File: config.mk
export PLATFORM = sky130hd
export DESIGN_NAME = wb_arbiter
export DESIGN_NICKNAME = d
export VERILOG_FILES = /design/src/rtl/wb_pkg.sv /design/src/rtl/wb_load_fifo.sv /design/src/rtl/wb_arbiter.sv
export SDC_FILE = /design/constraint.sdc
export NUM_CORES = 1
export LEC_CHECK = 0
export CAP_MARGIN = 20
export CORE_MARGIN = 2
export CORE_UTILIZATION = 49
export CTS_CLUSTER_DIAMETER = 80
export DETAILED_ROUTE_END_ITERATION = 6
export PLACE_DENSITY = 0.76
export SLEW_MARGIN = 20
export SYNTH_ARGS = -nofsm -noshare
export SYNTH_HDL_FRONTEND = slang
export SYNTH_SLANG_ARGS = --single-unit
File: constraint.sdc
create_clock -name clk -period 3 [get_ports clk]
set_input_delay 0.6 -clock clk [delete_from_list [all_inputs] [get_ports clk]]
set_output_delay 0.6 -clock clk [all_outputs]
set_load 0.01 [all_outputs]
File: src/rtl/wb_pkg.sv
// Shared types and default parameters for the writeback arbiter and its load queue.
package wb_pkg;

  localparam int DATA_W_DEF       = 32;
  localparam int ADDR_W_DEF       = 5;
  localparam int LQ_DEPTH_DEF     = 4;
  localparam int STARVE_LIMIT_DEF = 8;

  // Queue entry at default widths; kill marks an entry superseded by a younger ALU write
  typedef struct packed {
    logic [ADDR_W_DEF-1:0] sel;
    logic [DATA_W_DEF-1:0] data;
    logic                  kill;
  } lq_entry_t;

endpackage

File: src/rtl/wb_load_fifo.sv
// Load result queue: circular buffer with per-entry kill by destination match
// and a live-entry destination mask.
module wb_load_fifo import wb_pkg::*; #(
  parameter int DATA_W = DATA_W_DEF,
  parameter int ADDR_W = ADDR_W_DEF,
  parameter int DEPTH  = LQ_DEPTH_DEF
) (
  input  logic                     clk,
  input  logic                     rst_n,
  input  logic                     push,
  input  logic [ADDR_W-1:0]        push_sel,
  input  logic [DATA_W-1:0]        push_data,
  input  logic                     push_kill,
  input  logic                     pop,
  input  logic                     kill_en,
  input  logic [ADDR_W-1:0]        kill_sel,
  output logic [ADDR_W-1:0]        head_sel,
  output logic [DATA_W-1:0]        head_data,
  output logic                     head_kill,
  output logic [$clog2(DEPTH):0]   count,
  output logic [(2**ADDR_W)-1:0]   live_mask
);

  localparam int PTR_W = $clog2(DEPTH);
  localparam int CNT_W = PTR_W + 1;

  typedef struct packed {
    logic [ADDR_W-1:0] sel;
    logic [DATA_W-1:0] data;
    logic              kill;
  } entry_t;

  entry_t            mem_r [DEPTH];
  logic [PTR_W-1:0]  head_r;
  logic [PTR_W-1:0]  tail_r;
  logic [CNT_W-1:0]  count_r;

  assign head_sel  = mem_r[head_r].sel;
  assign head_data = mem_r[head_r].data;
  assign head_kill = mem_r[head_r].kill;
  assign count     = count_r;

  // Pointer and occupancy bookkeeping
  always_ff @(posedge clk or negedge rst_n) begin
    if (!rst_n) begin
      head_r  <= {PTR_W{1'b0}};
      tail_r  <= {PTR_W{1'b0}};
      count_r <= {CNT_W{1'b0}};
    end else begin
      if (push) tail_r <= tail_r + PTR_W'(1'b1);
      if (pop)  head_r <= head_r + PTR_W'(1'b1);
      case ({push, pop})
        2'b10:   count_r <= count_r + CNT_W'(1'b1);
        2'b01:   count_r <= count_r - CNT_W'(1'b1);
        default: count_r <= count_r;
      endcase
    end
  end

  // Entry storage; a push overrides the kill broadcast for the slot it fills
  always_ff @(posedge clk or negedge rst_n) begin
    if (!rst_n) begin
      for (int i = 0; i < DEPTH; i++) begin
        mem_r[i] <= '{sel: {ADDR_W{1'b0}}, data: {DATA_W{1'b0}}, kill: 1'b0};
      end
    end else begin
      for (int i = 0; i < DEPTH; i++) begin
        if (push && (PTR_W'(i) == tail_r)) begin
          mem_r[i] <= '{sel: push_sel, data: push_data, kill: push_kill};
        end else if (kill_en && (mem_r[i].sel == kill_sel)) begin
          mem_r[i].kill <= 1'b1;
        end else begin
          mem_r[i] <= mem_r[i];
        end
      end
    end
  end

  // Destinations of occupied, non-killed slots
  always_comb begin
    live_mask = {(2**ADDR_W){1'b0}};
    for (int i = 0; i < DEPTH; i++) begin
      if (({1'b0, PTR_W'(i) - head_r} < count_r) && !mem_r[i].kill) begin
        live_mask[mem_r[i].sel] = 1'b1;
      end else begin
        live_mask = live_mask;
      end
    end
  end

endmodule

File: src/rtl/wb_arbiter.sv
// Writeback arbiter: ALU results take the register write port first, queued loads
// drain in the gaps, and a starvation counter throttles the ALU so loads always drain.
module wb_arbiter import wb_pkg::*; #(
  parameter int DATA_W         = DATA_W_DEF,
  parameter int ADDR_W         = ADDR_W_DEF,
  parameter int LQ_DEPTH       = LQ_DEPTH_DEF,
  parameter int STARVE_LIMIT   = STARVE_LIMIT_DEF,
  parameter bit ZERO_REG_WIRED = 1'b1
) (
  input  logic                        clk,
  input  logic                        rst_n,
  input  logic                        alu_wb_valid,
  output logic                        alu_wb_ready,
  input  logic [ADDR_W-1:0]           alu_wb_sel,
  input  logic [DATA_W-1:0]           alu_wb_data,
  input  logic                        ld_wb_valid,
  output logic                        ld_wb_ready,
  input  logic [ADDR_W-1:0]           ld_wb_sel,
  input  logic [DATA_W-1:0]           ld_wb_data,
  output logic                        reg_wrt_en,
  output logic [ADDR_W-1:0]           reg_wrt_sel,
  output logic [DATA_W-1:0]           reg_wrt_data,
  output logic [$clog2(LQ_DEPTH):0]   lq_count,
  output logic [(2**ADDR_W)-1:0]      ld_pend_mask
);

  localparam int CNT_W = $clog2(LQ_DEPTH) + 1;
  localparam int ST_W  = $clog2(STARVE_LIMIT + 1);
  localparam logic [CNT_W-1:0] DEPTH_C = CNT_W'(LQ_DEPTH);
  localparam logic [ST_W-1:0]  LIMIT_C = ST_W'(STARVE_LIMIT);

  logic              alu_ready_r;
  logic [ST_W-1:0]   starve_r;
  logic [ST_W-1:0]   starve_nxt_s;
  logic              alu_fire_s;
  logic              ld_fire_s;
  logic              alu_zero_s;
  logic              push_kill_s;
  logic              pop_s;
  logic [ADDR_W-1:0] head_sel_s;
  logic [DATA_W-1:0] head_data_s;
  logic              head_kill_s;
  logic [CNT_W-1:0]  count_s;
  logic              wr_en_r;
  logic [ADDR_W-1:0] wr_sel_r;
  logic [DATA_W-1:0] wr_data_r;
  logic              wr_en_nxt_s;
  logic [ADDR_W-1:0] wr_sel_nxt_s;
  logic [DATA_W-1:0] wr_data_nxt_s;

  assign alu_wb_ready = alu_ready_r;
  assign ld_wb_ready  = (count_s < DEPTH_C);
  assign lq_count     = count_s;
  assign reg_wrt_en   = wr_en_r;
  assign reg_wrt_sel  = wr_sel_r;
  assign reg_wrt_data = wr_data_r;

  assign alu_fire_s  = alu_wb_valid & alu_ready_r;
  assign ld_fire_s   = ld_wb_valid & ld_wb_ready;
  assign alu_zero_s  = ZERO_REG_WIRED && (alu_wb_sel == {ADDR_W{1'b0}});
  // A same-cycle load is program-older than the ALU result, so it dies on a sel match
  assign push_kill_s = (ZERO_REG_WIRED && (ld_wb_sel == {ADDR_W{1'b0}})) ||
                       (alu_fire_s && (alu_wb_sel == ld_wb_sel));
  assign pop_s       = !alu_fire_s && (count_s != {CNT_W{1'b0}});

  wb_load_fifo #(
    .DATA_W (DATA_W),
    .ADDR_W (ADDR_W),
    .DEPTH  (LQ_DEPTH)
  ) u_fifo (
    .clk       (clk),
    .rst_n     (rst_n),
    .push      (ld_fire_s),
    .push_sel  (ld_wb_sel),
    .push_data (ld_wb_data),
    .push_kill (push_kill_s),
    .pop       (pop_s),
    .kill_en   (alu_fire_s),
    .kill_sel  (alu_wb_sel),
    .head_sel  (head_sel_s),
    .head_data (head_data_s),
    .head_kill (head_kill_s),
    .count     (count_s),
    .live_mask (ld_pend_mask)
  );

  // Head wait counter, saturating at the limit
  always_comb begin
    starve_nxt_s = starve_r;
    if ((count_s == {CNT_W{1'b0}}) || pop_s) begin
      starve_nxt_s = {ST_W{1'b0}};
    end else if (starve_r < LIMIT_C) begin
      starve_nxt_s = starve_r + ST_W'(1'b1);
    end else begin
      starve_nxt_s = starve_r;
    end
  end

  // Starvation state and registered ALU ready
  always_ff @(posedge clk or negedge rst_n) begin
    if (!rst_n) begin
      starve_r    <= {ST_W{1'b0}};
      alu_ready_r <= 1'b1;
    end else begin
      starve_r    <= starve_nxt_s;
      alu_ready_r <= (starve_nxt_s < LIMIT_C);
    end
  end

  // Write port selection; sel/data hold whenever no write is issued
  always_comb begin
    wr_en_nxt_s   = 1'b0;
    wr_sel_nxt_s  = wr_sel_r;
    wr_data_nxt_s = wr_data_r;
    if (alu_fire_s) begin
      wr_en_nxt_s = !alu_zero_s;
      if (!alu_zero_s) begin
        wr_sel_nxt_s  = alu_wb_sel;
        wr_data_nxt_s = alu_wb_data;
      end else begin
        wr_sel_nxt_s  = wr_sel_r;
      end
    end else if (pop_s) begin
      wr_en_nxt_s = !head_kill_s;
      if (!head_kill_s) begin
        wr_sel_nxt_s  = head_sel_s;
        wr_data_nxt_s = head_data_s;
      end else begin
        wr_sel_nxt_s  = wr_sel_r;
      end
    end else begin
      wr_en_nxt_s = 1'b0;
    end
  end

  // Register file write port registers
  always_ff @(posedge clk or negedge rst_n) begin
    if (!rst_n) begin
      wr_en_r   <= 1'b0;
      wr_sel_r  <= {ADDR_W{1'b0}};
      wr_data_r <= {DATA_W{1'b0}};
    end else begin
      wr_en_r   <= wr_en_nxt_s;
      wr_sel_r  <= wr_sel_nxt_s;
      wr_data_r <= wr_data_nxt_s;
    end
  end

endmodule

Word-level counts from Yosys, hierarchy flattened. Cells that the tools add are included.

Flip-flop bits (word level): 202. Output and inout port bits: 75.

Muxes and demuxes: 36. Order comparisons: 16. Equality and inequality tests: 12. Bitwise logic cells: 6. $add $sub $neg: 9. Reductions and logical operators: 39.

Operators with widths (number): $mux W32 (8); $or A32 B32 Y32 (3); $bmux W38 S2 (1); $mux W38 (2); $eq A5 B5 Y1 (5); $lt A5 B6 Y1 const B (4); $demux W1 S5 (4); $ge A5 B1 Y1 const B (4); $mux W5 (4); $logic_and A1 B1 Y1 (18); $mux W1 (14); $lt A2 B3 Y1 (4); $reduce_bool A2 Y1 (6); $logic_not A5 Y1 (2); $lt A4 B4 Y1 const B (2); $mux W4 (2); $logic_not A1 Y1 (7); $pmux W3 S2 (1); $add A2 B1 Y2 const B (2); $add A4 B1 Y4 const B (1); $eq A2 B2 Y1 const A (2); $ne A2 B2 Y1 const B (2); $sub A1 B2 Y2 const A (2); $sub A2 B2 Y2 const A (2); other kinds (14) (16).

Depth between registers and ports, before layout.
Depth in word-level cells: 11. Depth in mapped cells: 10. Depth with buffers taken out: 9.

Modules after synthesis. From an unflattened synthesis, not the netlist that was laid out.

Cells, all modules: 758. Area, all modules: 10606.4 um^2.

Modules (own cells, without submodules): wb_load_fifo (cells each 601, seq. area each 3978.8 um^2, times used 1, area each 8269.2 um^2); wb_arbiter (cells each 157, seq. area each 1077.3 um^2, times used 1, area each 2337.2 um^2).

Worst setup path after synthesis. No wires, ideal clock.

Path type: register to output. Start: reg u_fifo.head_r[1]. End: out ld_pend_mask[29]. Stages on the path, launching flop included: 10. Setup slack: -0.001 ns. Path buffers: 2. Data arrival time: 2.401 ns. Path through: dfrtp_1 clkbuf_1 buf_1 xor2_1 inv_1 ha_1 a21o_1 a2111oi_4 a22oi_1 o211ai_1.

Word-level cells in the longest chain between the ends: 10. Elaborated cells on any way between the ends: 19. Classes of those cells: 4 x add/sub; 4 x order compare; 4 x mux; 3 x bitwise; 4 x reduce/logical.

Ends and longest elaborated chain: start, declared (RTL line wb_load_fifo.sv:34) `logic [PTR_W-1:0] head_r;`; start signal, assigned (RTL line wb_load_fifo.sv:46) `head_r <= {PTR_W{1'b0}};`; start signal, assigned (RTL line wb_load_fifo.sv:51) `if (pop) head_r <= head_r + PTR_W'(1'b1);`; $sub A1 B2 Y2 (RTL line wb_load_fifo.sv:83) `if (({1'b0, PTR_W'(i) - head_r} < count_r) && !mem_r[i].kill) begin`; $lt A2 B3 Y1 (RTL line wb_load_fifo.sv:83); $logic_and A1 B1 Y1 (RTL line wb_load_fifo.sv:83); $mux W32 (RTL line wb_load_fifo.sv:83); $or A32 B32 Y32 (no line); $mux W32 (RTL line wb_load_fifo.sv:83); $or A32 B32 Y32 (no line); $mux W32 (RTL line wb_load_fifo.sv:83); $or A32 B32 Y32 (no line); $mux W32 * (RTL line wb_load_fifo.sv:83); end, declared (RTL line wb_arbiter.sv:24) `output logic [(2**ADDR_W)-1:0] ld_pend_mask`.

Every way passes the cells marked *; elsewhere a longest branch is shown, timed or not.

Worst setup path in the final report.
Start: reg u_fifo.head_r[0]. End: out ld_pend_mask[17].

The elaborated chain is that of the path after synthesis.

==> flow_summary.yaml <==
die:
  die_h_um: 151.0
  die_x_um: 151.0
  start_util_pct: 50.23
  num_rows: 53
  core_area_um2: 21090
  die-area_um2: 22810
  ios: 153
worst_setup_path:
  setup.worst_path.end_class: "primary output"
  startpoint_type: "flip-flop"
  cp_common_cell: "buf_6"
  setup.worst_path.class: "flip-flop to primary output"
  reg2reg_depth: 7
  crit_fanout: 5
  worst-path-stages: 10
  critical_path.top_delay_family: "compound AO/OA/AOI/OAI gates"
  cp.buffers_inverters: 4
  crit_path_top_delay_cell: "dfrtp_2"
  cp.required_ns: 2.40
  crit_path_cell_trace: "xor2_2 -> inv_1 -> ha_4 -> a21o_1 -> a2111oi_4 -> buf_6 -> buf_6 -> a22oi_2 -> o211ai_1 -> buf_2"
  rrSetupSlack_ns: 0.27
  cp_slowest_stage_delay_ns: 0.43
  critPathArrivalTime_ns: 2.63
clocking:
  root_buffer: "clkbuf_16"
  cts_tree: "done"
  clock_sinks: 202
  insertion_delay_ns: 0.49
  cts_buffers: 22
  cts.path.max_buffers: 3
  cts_max_level: 1
  postCtsHoldBufs: 0
  clk_pin_slew_ns: 0.06
flow_run:
  maxCapViolCount: 0
synthesis:
  syn_area_per_cell_um2: 11.73
  async_flop_share_pct: 100.0
  synth.ff_latch_count: 202
  synth-seq-area-share_pct: 47.73
  synth_cell_types: 60
  yosysWarnings: 0
  yosys-top-cells-area: "dfrtp_1 (47%), mux2_2 (16%), mux4_2 (8.1%)"
  synth_ff_type: "dfrtp_1"
  synth_area_um2: 10590
  synth_edf_count: 0
  netlist.area_leader.share_pct: 47.48
  synth_cells: 903
  synth_area_leader_cell: "dfrtp_1"
  synthesis.nets: 992
route:
  wl_per_cell_um: 21.50
  first_iter_violations: 700
  wl_met2_um: 14260
  wl_met1_um: 12530
  wl_met3_um: 2197
  antenna_left: 0
  wl_um: 29890
  first_pass_iters: 5
  viasPerCell: 5.894
  via_count: 8193
  top_layer: "met4"
  drt_drc_violations_left: 0
timing:
  period_share_pct: 107.7
  finalClockSkew_ns: 0.006082
  worst_pin_slew_ns: 0.7244
  relSlewSlack_pct: 51.60
  setup_ws_ns: -0.2307
  hold_viol_final: 0
  setup_viol: 32
  maxSlewViolCount: 0
  fin_crit_ns: 3.231
  rsz0062_at_grt: "yes"
  finalSetupTns_ns: -4.160
  fmax_mhz: 309.5
global_routing:
  grt-ovfl-total: 0
  grt_pass1_wl_um: 46440
  grt_pass1_vias: 8504
  track_usage_pct: 26.21
  antenna_found_initial: 0
  grt_start_max_net_pins: 70
finish:
  layout-drive-gt1-share_pct: 37.40
  stdcell_count: 1390
  postLayoutCoreUtil_pct: 66.11
  fin_area_um2: 13940
  area_growth_pct: 31.62
  num_antenna_cells: 0
  num-nets-final: 1189
min_path:
  min_path_type: "input port to asynchronous set/reset pin"
power:
  power.density_nw_per_um2: 1166
  p_leak_nw: 6.070
  vdd_ir_drop_max_uv: 477.6
  totalPowerFinal_mw: 16.26
place:
  port_buffers: 152
  dp_hpwl_um: 19430
  place_area_um2: 12740
  gp_congestion: 0.9887
  placedCellCount: 1328
outcome:
  failed_checks: "setup timing"
  status: "finished with violations"
==> sequential cells by signal (all words and copies together) (netlist names) <==
register	count
reg_wrt_data	32
u_fifo.count	3
alu_wb_ready	1
u_fifo.mem_r	152
u_fifo.tail_r	2
reg_wrt_sel	5
reg_wrt_en	1
u_fifo.head_r	2
starve_r	4
==> metal layers <==
metal	vias to the layer above	GRT usage [%]
met3	77	5.090
met2	340	42.39
li1	3660	-
met4	0	7.523
met5	-	0
met1	4116	36.32
==> cells in the final DEF, fill, tap and decap left out, types with 9 or more instances in the layout <==
master / n
nor3b_1: 12
xor2_1: 22
a31oi_1: 43
nand2_2: 9
xnor2_1: 11
mux4_2: 38
buf_2: 24
o211ai_1: 9
clkbuf_16: 23
nand3_1: 16
a22oi_2: 9
clkdlybuf4s50_1: 119
nand2_1: 110
inv_1: 19
nor2_1: 52
mux2_2: 148
buf_4: 59
dfrtp_1: 199
buf_6: 32
nand3_2: 16
==> cells in the mapped netlist (all sizes together), types with 9 or more instances <==
cell type,count
xnor2,11
o211ai,9
clkbuf,30
dfrtp,201
nand3,33
a31oi,43
a22oi,14
inv,21
ha,10
nand2,119
xor2,23
nor3b,13
nor2,52
mux2,148
buf,40
mux4,38
==> final cells by class <==
cell class / instances / area [µm²]
clock buffers: 31 / 645.6
clock inverters: 8 / 97.59
fillers: 1586 / 7146
inverters: 21 / 81.33
multi-input cells: 610 / 5426
flip-flops and latches: 202 / 5059
well taps: 275 / 344.1
repair buffers: 243 / 2288
==> power by group <==
group          total, mW  internal, mW  switching [mW]
Combinational       8.31          4.51            3.79
Sequential          5.19          4.08            1.11
Clock               2.75          1.67            1.08
==> path summary, 6_finish.rpt <==
path	start	endpoint
max in group asynchronous	rst_n	u_fifo.mem_r[22]
hold / removal	rst_n	u_fifo.mem_r[67]
setup / recovery	u_fifo.head_r[0]	ld_pend_mask[17]
setup reg to reg	u_fifo.head_r[0]	reg_wrt_data[15]
hold reg to reg	u_fifo.mem_r[104]	u_fifo.mem_r[104]
min in group clk	u_fifo.mem_r[104]	u_fifo.mem_r[104]
==> stage by stage <==
stage          hold WS, ns  worst slack [ns]
2_1_floorplan       0.3044            0.1448
3_3_place_gp        0.4811          -0.03363
3_5_place_dp        0.4901           -0.1019
4_1_cts             0.1211           -0.1924
5_1_grt             0.1383           -0.3027
6_report            0.1021           -0.2307
==> worst reg2reg max path, stage by stage (launching register included) <==
cell and delay (ns):
dfrtp_2 0.39, buf_4 0.22, buf_4 0.61, mux4_2 0.64
o21ai_4 0.19, buf_4 0.33, nor2_1 0.09, a31oi_1 0.17
==> cell families (layout without fill, tap and decap cells) <==
family	count (synthesis)	in the layout	share of synthesized area, %
multiplexers	191	191	24.29
flip-flops	202	202	47.73
XOR/XNOR	34	34	2.811
AND/OR/NAND/NOR	268	268	12.34
buffers and inverters	91	303	4.075
adder cells (fa/ha/maj)	11	11	1.370
AO/OA/AOI/OAI	106	106	7.382
==> repair_timing <==
action                                  in CTS  in global routing
endpoints found under the setup margin      32                 32
resized for setup                          175                 46
setup buffers                               20                  4
pin swaps                                   26                 24
cloned                                       1                  0
Power figures use the tool's default switching activity.
